**src/rtl/dense_mac_sequencer.sv**
```systemverilog
// Serial dense-layer evaluator: one shared MAC walks IN_SIZE inputs per neuron,
// emits each neuron result on a strobe and reports the argmax class at the end.
module dense_mac_sequencer #(
   parameter int IN_SIZE  = 32,
   parameter int OUT_SIZE = 3,
   parameter int X_W      = 40,
   parameter int W_W      = 8,
   parameter int B_W      = 16,
   parameter int ACC_W    = 48
) (
   input  logic                                 clk,
   input  logic                                 rst,
   input  logic                                 start,
   output logic                                 busy,
   output logic [$clog2(IN_SIZE)-1:0]           x_addr,
   input  logic signed [X_W-1:0]                x_data,
   output logic [$clog2(IN_SIZE*OUT_SIZE)-1:0]  w_addr,
   input  logic signed [W_W-1:0]                w_data,
   output logic [$clog2(OUT_SIZE)-1:0]          b_addr,
   input  logic signed [B_W-1:0]                b_data,
   output logic                                 out_valid,
   output logic [$clog2(OUT_SIZE)-1:0]          out_idx,
   output logic signed [ACC_W-1:0]              out_data,
   output logic                                 done,
   output logic [$clog2(OUT_SIZE)-1:0]          class_idx
);

   localparam int KW  = $clog2(IN_SIZE);
   localparam int NW  = $clog2(OUT_SIZE);
   localparam int WAW = $clog2(IN_SIZE*OUT_SIZE);

   typedef enum logic [2:0] {
      ST_IDLE, ST_RUN, ST_DRAIN, ST_BIAS, ST_EMIT, ST_DONE
   } state_e;

   state_e                   state_q, state_d;
   logic [NW-1:0]            n_q, n_d;
   logic [KW-1:0]            k_q, k_d;
   logic [WAW-1:0]           w_addr_q, w_addr_d;
   logic                     pend_q, pend_d;
   logic signed [ACC_W-1:0]  acc_q, acc_d;
   logic signed [ACC_W-1:0]  best_q, best_d;
   logic [NW-1:0]            best_idx_q, best_idx_d;
   logic signed [ACC_W-1:0]  out_data_q, out_data_d;
   logic [NW-1:0]            out_idx_q, out_idx_d;
   logic                     out_valid_q, out_valid_d;
   logic                     done_q, done_d;
   logic                     busy_q, busy_d;
   logic [NW-1:0]            class_idx_q, class_idx_d;

   logic signed [ACC_W-1:0]  prod;
   logic signed [ACC_W-1:0]  bias_ext;
   logic                     take_new;

   // Both operands are signed, so the size casts sign-extend before the multiply.
   assign prod     = ACC_W'(x_data) * ACC_W'(w_data);
   assign bias_ext = ACC_W'(b_data);
   assign take_new = (n_q == '0) || (out_data_q > best_q);

   always_comb begin
      // NOTE: every _d gets a default first so no path leaves a variable unassigned (no latches).
      state_d     = state_q;
      n_d         = n_q;
      k_d         = k_q;
      w_addr_d    = w_addr_q;
      pend_d      = pend_q;
      acc_d       = acc_q;
      best_d      = best_q;
      best_idx_d  = best_idx_q;
      out_data_d  = out_data_q;
      out_idx_d   = out_idx_q;
      out_valid_d = 1'b0;
      done_d      = 1'b0;
      busy_d      = busy_q;
      class_idx_d = class_idx_q;

      case (state_q)
         ST_IDLE: begin
            if (start) begin
               n_d        = '0;
               k_d        = '0;
               w_addr_d   = '0;
               pend_d     = 1'b0;
               acc_d      = '0;
               best_d     = '0;
               best_idx_d = '0;
               busy_d     = 1'b1;
               state_d    = ST_RUN;
            end
         end
         ST_RUN: begin
            // pend_q marks that an address went out last cycle, so its data is here now.
            if (pend_q) acc_d = acc_q + prod;
            pend_d   = 1'b1;
            k_d      = k_q + KW'(1);
            w_addr_d = w_addr_q + WAW'(1);
            if (k_q == KW'(IN_SIZE-1)) state_d = ST_DRAIN;
         end
         ST_DRAIN: begin
            acc_d   = acc_q + prod;
            pend_d  = 1'b0;
            state_d = ST_BIAS;
         end
         ST_BIAS: begin
            out_data_d  = acc_q + bias_ext;
            out_idx_d   = n_q;
            out_valid_d = 1'b1;
            state_d     = ST_EMIT;
         end
         ST_EMIT: begin
            if (take_new) begin
               best_d     = out_data_q;
               best_idx_d = n_q;
            end
            acc_d = '0;
            k_d   = '0;
            if (n_q == NW'(OUT_SIZE-1)) begin
               done_d      = 1'b1;
               class_idx_d = take_new ? n_q : best_idx_q;
               state_d     = ST_DONE;
            end else begin
               n_d     = n_q + NW'(1);
               state_d = ST_RUN;
            end
         end
         ST_DONE: begin
            busy_d  = 1'b0;
            state_d = ST_IDLE;
         end
         default: state_d = ST_IDLE;
      endcase
   end

   // NOTE: sequential state uses non-blocking assignments so all flops update together.
   always_ff @(posedge clk) begin
      if (rst) begin
         state_q     <= ST_IDLE;
         n_q         <= '0;
         k_q         <= '0;
         w_addr_q    <= '0;
         pend_q      <= 1'b0;
         acc_q       <= '0;
         best_q      <= '0;
         best_idx_q  <= '0;
         out_data_q  <= '0;
         out_idx_q   <= '0;
         out_valid_q <= 1'b0;
         done_q      <= 1'b0;
         busy_q      <= 1'b0;
         class_idx_q <= '0;
      end else begin
         state_q     <= state_d;
         n_q         <= n_d;
         k_q         <= k_d;
         w_addr_q    <= w_addr_d;
         pend_q      <= pend_d;
         acc_q       <= acc_d;
         best_q      <= best_d;
         best_idx_q  <= best_idx_d;
         out_data_q  <= out_data_d;
         out_idx_q   <= out_idx_d;
         out_valid_q <= out_valid_d;
         done_q      <= done_d;
         busy_q      <= busy_d;
         class_idx_q <= class_idx_d;
      end
   end

   assign busy      = busy_q;
   assign x_addr    = k_q;
   assign w_addr    = w_addr_q;
   assign b_addr    = n_q;
   assign out_valid = out_valid_q;
   assign out_idx   = out_idx_q;
   assign out_data  = out_data_q;
   assign done      = done_q;
   assign class_idx = class_idx_q;

endmodule

```
**config.mk**
```make
export PLATFORM = sky130hd
export DESIGN_NAME = dense_mac_sequencer
export DESIGN_NICKNAME = d
export VERILOG_FILES = /design/src/rtl/dense_mac_sequencer.sv
export SDC_FILE = /design/constraint.sdc
export NUM_CORES = 1
export LEC_CHECK = 0
export CAP_MARGIN = 20
export CELL_PAD_IN_SITES_DETAIL_PLACEMENT = 2
export CELL_PAD_IN_SITES_GLOBAL_PLACEMENT = 2
export CORE_ASPECT_RATIO = 0.5
export CORE_MARGIN = 3
export CORE_UTILIZATION = 35
export CTS_CLUSTER_SIZE = 28
export DETAILED_ROUTE_END_ITERATION = 12
export DONT_BUFFER_PORTS = 1
export PLACE_DENSITY = 0.73
export RECOVER_POWER = 50
export REMOVE_ABC_BUFFERS = 1
export SLEW_MARGIN = 20
export SYNTH_ARGS = -nofsm -noshare
export SYNTH_HDL_FRONTEND = slang
export SYNTH_SLANG_ARGS = --single-unit
```
**constraint.sdc**
```tcl
create_clock -name clk -period 14 [get_ports clk]
set_clock_uncertainty 0.1 [all_clocks]
set_input_delay 2.1 -clock clk [delete_from_list [all_inputs] [get_ports clk]]
set_output_delay 2.1 -clock clk [all_outputs]
set_load 0.03 [all_outputs]
```
; ---- Word level (Yosys, flattened, before mapping)
; Cells that the tools add are included.
; W data, S select, Z words.
[word_totals]
ff_bits = 171
input_bits = 67
output_inout_bits = 69
elab_cells = 78
[classes]
add_sub_neg = 5
n_mul = 1
order_cmp = 1
n_eq_ne = 12
muxes = 24
n_bitwise = 1
reduce_logical = 20
[ops]
columns = cell, n
row1 = $pmux W48 S4, 1
row2 = $mux W48, 3
row3 = $pmux W48 S2, 1
row4 = $add A48 B16 Y48, 1
row5 = $add A48 B48 Y48, 1
row6 = $gt A48 B48 Y1, 1
row7 = $mul A40 B8 Y48, 1
row8 = $pmux W3 S5, 1
row9 = $pmux W5 S3, 1
row10 = $pmux W7 S2, 1
row11 = $reduce_and A2 Y1, 7
row12 = $ne A2 B2 Y1 const B, 5
row13 = $mux W3, 3
row14 = $reduce_and A3 Y1, 3
row15 = $pmux W2 S2, 2
row16 = $add A7 B1 Y7 const B, 1
row17 = $mux W7, 1
row18 = $eq A3 B2 Y1 const B, 2
row19 = $eq A3 B3 Y1 const B, 2
row20 = $mux W2, 3
row21 = $reduce_bool A2 Y1, 3
row22 = $reduce_bool A3 Y1, 2
row23 = $add A5 B1 Y5 const B, 1
row24 = $eq A5 B5 Y1 const B, 1
row25 = 13 further kinds, 16

; ---- Longest topological paths before layout
[depth]
ltp_word = 4
mapped_depth = 22
mapped_depth_nobuf = 21

; ---- Least setup slack after synthesis
; OpenSTA, ideal clock, no wires.
[synth_path]
path_kind = input to register
startpoint = input port w_data[7]
endpoint = register acc_q[35]
setup_time_ns = 0.117
arrival_time_ns = 7.217
required_ns = 13.783
setup_slack_ns = 6.566
stages = 19
n_path_buf = 1
cell_sequence = clkinv_1 -> buf_1 -> fa_1 -> inv_1 -> fa_1 -> fa_1 -> fa_1 -> fa_1 -> ha_1 -> a21oi_1 -> nor2b_1 -> a311o_1 -> a21oi_1 -> o41ai_1 -> or2_2 -> a221oi_1 -> a31oi_1 -> xor2_1 -> a22o_1
[synth_via]
elab_chain_len = 4
[synth_lines]
columns = element, line
row1 = start: declaration, 18  ; input logic signed [W_W-1:0] w_data,
row2 = $mul A40 B8 Y48 (*), 56  ; assign prod = ACC_W'(x_data) * ACC_W'(w_data);
row3 = $add A48 B48 Y48 (*), "93, 100"
row4 = $mux W48, 93  ; if (pend_q) acc_d = acc_q + prod;
row5 = $pmux W48 S4 (*), 77  ; case (state_q)
row6 = end signal: assignment, 142  ; acc_q <= '0;
row7 = end signal: assignment, 157  ; acc_q <= acc_d;
row8 = end: declaration, 41  ; logic signed [ACC_W-1:0] acc_q, acc_d;
; Every way passes the cells marked *; elsewhere a longest branch is shown, timed or not. The select of a mux whose other input is x is not followed.
; A chain may end at the register's enable or synchronous reset.

; ---- Worst setup path after layout
[layout_path]
startpoint = input port w_data[7]
endpoint = register acc_q[43]
; The elaborated chain is that of the path after synthesis.

==> flow_summary.yaml <==
global_route:
  grt_pass1_wl_um: 104600
  grt_start_max_net_pins: 87
  antenna_found_initial: 5
  grt_usage: 0.2018
  grt-ovfl-total: 0
  first_global_vias: 18890
pwr:
  p_per_area_nw_per_um2: 195.3
  vdd_drop_max_v: 0.0001241
  leakage_nw: 10.02
yosys:
  ys_types: 72
  synthArstFlopShare: 0
  synth-seq-area-share: 0.1611
  ys_ff_latch: 171
  ys.flop_type: "dfxtp_1"
  synthCells: 2393
  synth_edf_count: 0
  postSynthAreaPerCell_um2: 8.878
  yosysWarnings: 0
  synth_area_um2: 21240
layout:
  final_util: 0.3765
  drive_gt1_frac: 0.02621
  fin_nets: 2878
  area_delta_synth_final_pct: 5.619
  fin_cells: 3142
drt:
  wirelength_met1_um: 29410
  ant_nets: 0
  met2_length_um: 32190
  wirelength_um: 63450
  wl_met3_um: 1182
  drt-pass1-iter-count: 5
  maxUsedRoutingLayer: "met5"
  viasPerCell: 5.319
  dr.first_iter.drc_count: 655
  wl_per_cell_um: 20.20
  route.detailed.drc: 0
  vias: 16710
worst_setup_path:
  critPathLaunch: "w_data[7]"
  end_kind: "flop"
  crit_path_start_kind: "input pin"
  critPathArrivalTime_ns: 8.29
  crit_fanout: 36
  r2r-start: "acc_q[6]"
  slowest_delay_ns: 0.84
  crit_type: "input pin to flop"
  worstPathRequired_ns: 14.21
  crit_chain: "clkinv_1, buf_4, fa_1, inv_1, fa_1, fa_1, fa_1, fa_1, ha_1, a21oi_1, nor2b_1, a311o_1, a21oi_1, o41ai_1, a21boi_0, o21ai_0, nor2_1, a311oi_1, o21ai_0"
  crit_end: "acc_q[43]"
  reg2reg_slack_ns: 7.45
  r2r_end: "acc_q[43]"
  worstRegToRegCells: 20
  crit_path_frequent_cell: "fa_1"
  crit_slowest_cell: "o41ai_1"
placed_design:
  gp_congestion: 0.8128
  io_buffers: 0
  dpl.cell_count: 3107
  place_hpwl_um: 51130
  dp_worst_setup_slack_ns: 5.595
floorplan:
  rows: 63
  core_area_um2: 59590
  io_pins: 136
  die_x_um: 354.4
  chipHeight_um: 180.2
  initial_core_util: 0.3565
  dieArea_um2: 63870
cts:
  cts_resized: 0
  cts_sinks: 171
  clock_latency_ns: 0.45
  holdBufCountCts: 0
  numCtsBuffers: 17
  root_buffer: "clkbuf_16"
  cts.clk_slew.worst_paths_ns: 0.07
  cts_tree: "yes"
  cts_buffer_depth: 2
  htreeDepth: 4
  cts_setup_buffers: 0
sta:
  hold_viol: 0
  period_needed_ns: 8.090
  worst_slew_pin_slew_ns: 2.802
  setup_tns_ns: 0
  slew_violations: 122
  finalCritPeriodShare: 0.5778
  relSlewSlack: -0.8682
  setup_ws_ns: 5.910
  fmax_ghz: 0.1236
  setup_viol: 0
  rsz0062_at_grt: "false"
outcome:
  violations: "capacitance limit, slew limit"
  status: "finished with violations"
min_path:
  hold_depth: 1
  min_path_type: "flop to flop"
flow_run:
  cap_violations: 3
==> layout by cell type (no fill, tap or decap), types with 5 or more instances in the layout <==
cell type / n
o211ai_1: 9
a22o_1: 51
clkbuf_16: 17
and3_1: 11
o21ai_0: 87
or3_1: 5
nand2b_1: 22
nand3_1: 47
nor2b_1: 21
nor3b_1: 6
o21bai_1: 15
xnor2_1: 47
nor2_1: 131
xor2_1: 42
a22oi_1: 29
inv_1: 264
dfxtp_1: 171
nor4_1: 6
ha_1: 201
a21oi_1: 156
fa_1: 296
a31oi_1: 21
nand2_1: 243
nor3_1: 11
o21a_1: 8
and4_1: 5
a21boi_0: 5
o31ai_4: 5
a21o_1: 61
a211oi_1: 17
and2_1: 196
nand4_1: 25
==> kinds of logic (layout without fill, tap and decap cells) <==
logic type	after synthesis	in the layout	share of synthesized area
simple gates	749	749	0.1753
compound gates	515	515	0.1611
fa+ha+maj	497	497	0.3973
buf+inv	371	305	0.06803
flops	171	171	0.1611
xor+xnor	89	89	0.03669
mux	1	1	0.0004712
other cells	0	3	0
==> synth_stat cells (all sizes together), types with 8 or more instances <==
cell    count  area [um2]
ha        201        2515
clkbuf     81       304.0
and2      200        1254
xor2       42       367.9
a22o       51       446.7
a22oi      29       217.7
a211oi     17       127.6
fa        296        5926
buf        24       142.6
a31oi      21       131.4
and3       12       80.08
nand2b     22       137.6
nor3       12       70.07
nand3      47       235.2
a21o       61       457.9
o21bai     15       112.6
nor2      131       491.7
o21a        8       60.06
a21oi     160       812.0
inv       264       991.0
dfxtp     171        3423
o21ai      91       455.4
xnor2      47       411.6
nor2b      21       131.4
nand4      25       156.4
nand2     244       915.9
o211ai      9       67.56
==> layout make-up <==
cell class,count,area [um2]
timing repair buffer,7,37.54
clock buffer,19,452.9
antenna,3,7.507
clock inverter,13,116.4
tap,812,1016
inverter,266,998.5
sequential,171,3423
multi-input combinational,1851,16390
fill,6745,37150
==> power breakdown <==
| part | internal (mW) | switching [mW] | total, mW |
|---|---|---|---|
| sequential | 0.508 | 0.0277 | 0.536 |
| clock | 0.256 | 0.225 | 0.481 |
| combinational | 1.38 | 1.99 | 3.37 |
| total | 2.14 | 2.24 | 4.38 |
==> per-stage QoR <==
step | area (um2) | total power [mW] | hold slack, ns
3_5_place_dp | 21880 | 3.927 | 0.3631
6_report | 22440 | 4.383 | 0.3755
4_1_cts | 22450 | 4.438 | 0.3813
5_1_grt | 22440 | 4.887 | 0.3882
2_1_floorplan | 20800 | 3.068 | 0.3419
3_3_place_gp | 21880 | 3.821 | 0.3485
==> how the worst min path moves through the flow <==
stage,start,to,slack [ns]
3_3_place_gp,best_q[46],best_q[46],0.35
4_1_cts,best_q[46],best_q[46],0.38
5_1_grt,best_q[46],best_q[46],0.39
3_5_place_dp,best_q[46],best_q[46],0.36
2_1_floorplan,best_q[40],best_q[40],0.34
6_report,best_q[46],best_q[46],0.38
==> state kept, by name (all words and copies together) (netlist names), 3 cells and up <==
register  flops
out_data     48
acc_q        48
best_q       48
state_q       3
w_addr        7
x_addr        5
==> critical path: cells and delay by family <==
kind                       cells  cell delay, ns
AOI/OAI and AO/OA              8            2.64
adders and majority gates      6            2.77
buffers and inverters          3            0.49
and+or+nand+nor                2            0.23
==> per-layer routing <==
layer / GRT usage / vias to the layer above
met1: 0.2679 / 8738
met5: 0 / -
met4: 0.03372 / 2
met3: 0.02114 / 34
li1: - / 7801
met2: 0.3597 / 136
Note: power is estimated with default switching activity, not from simulation.
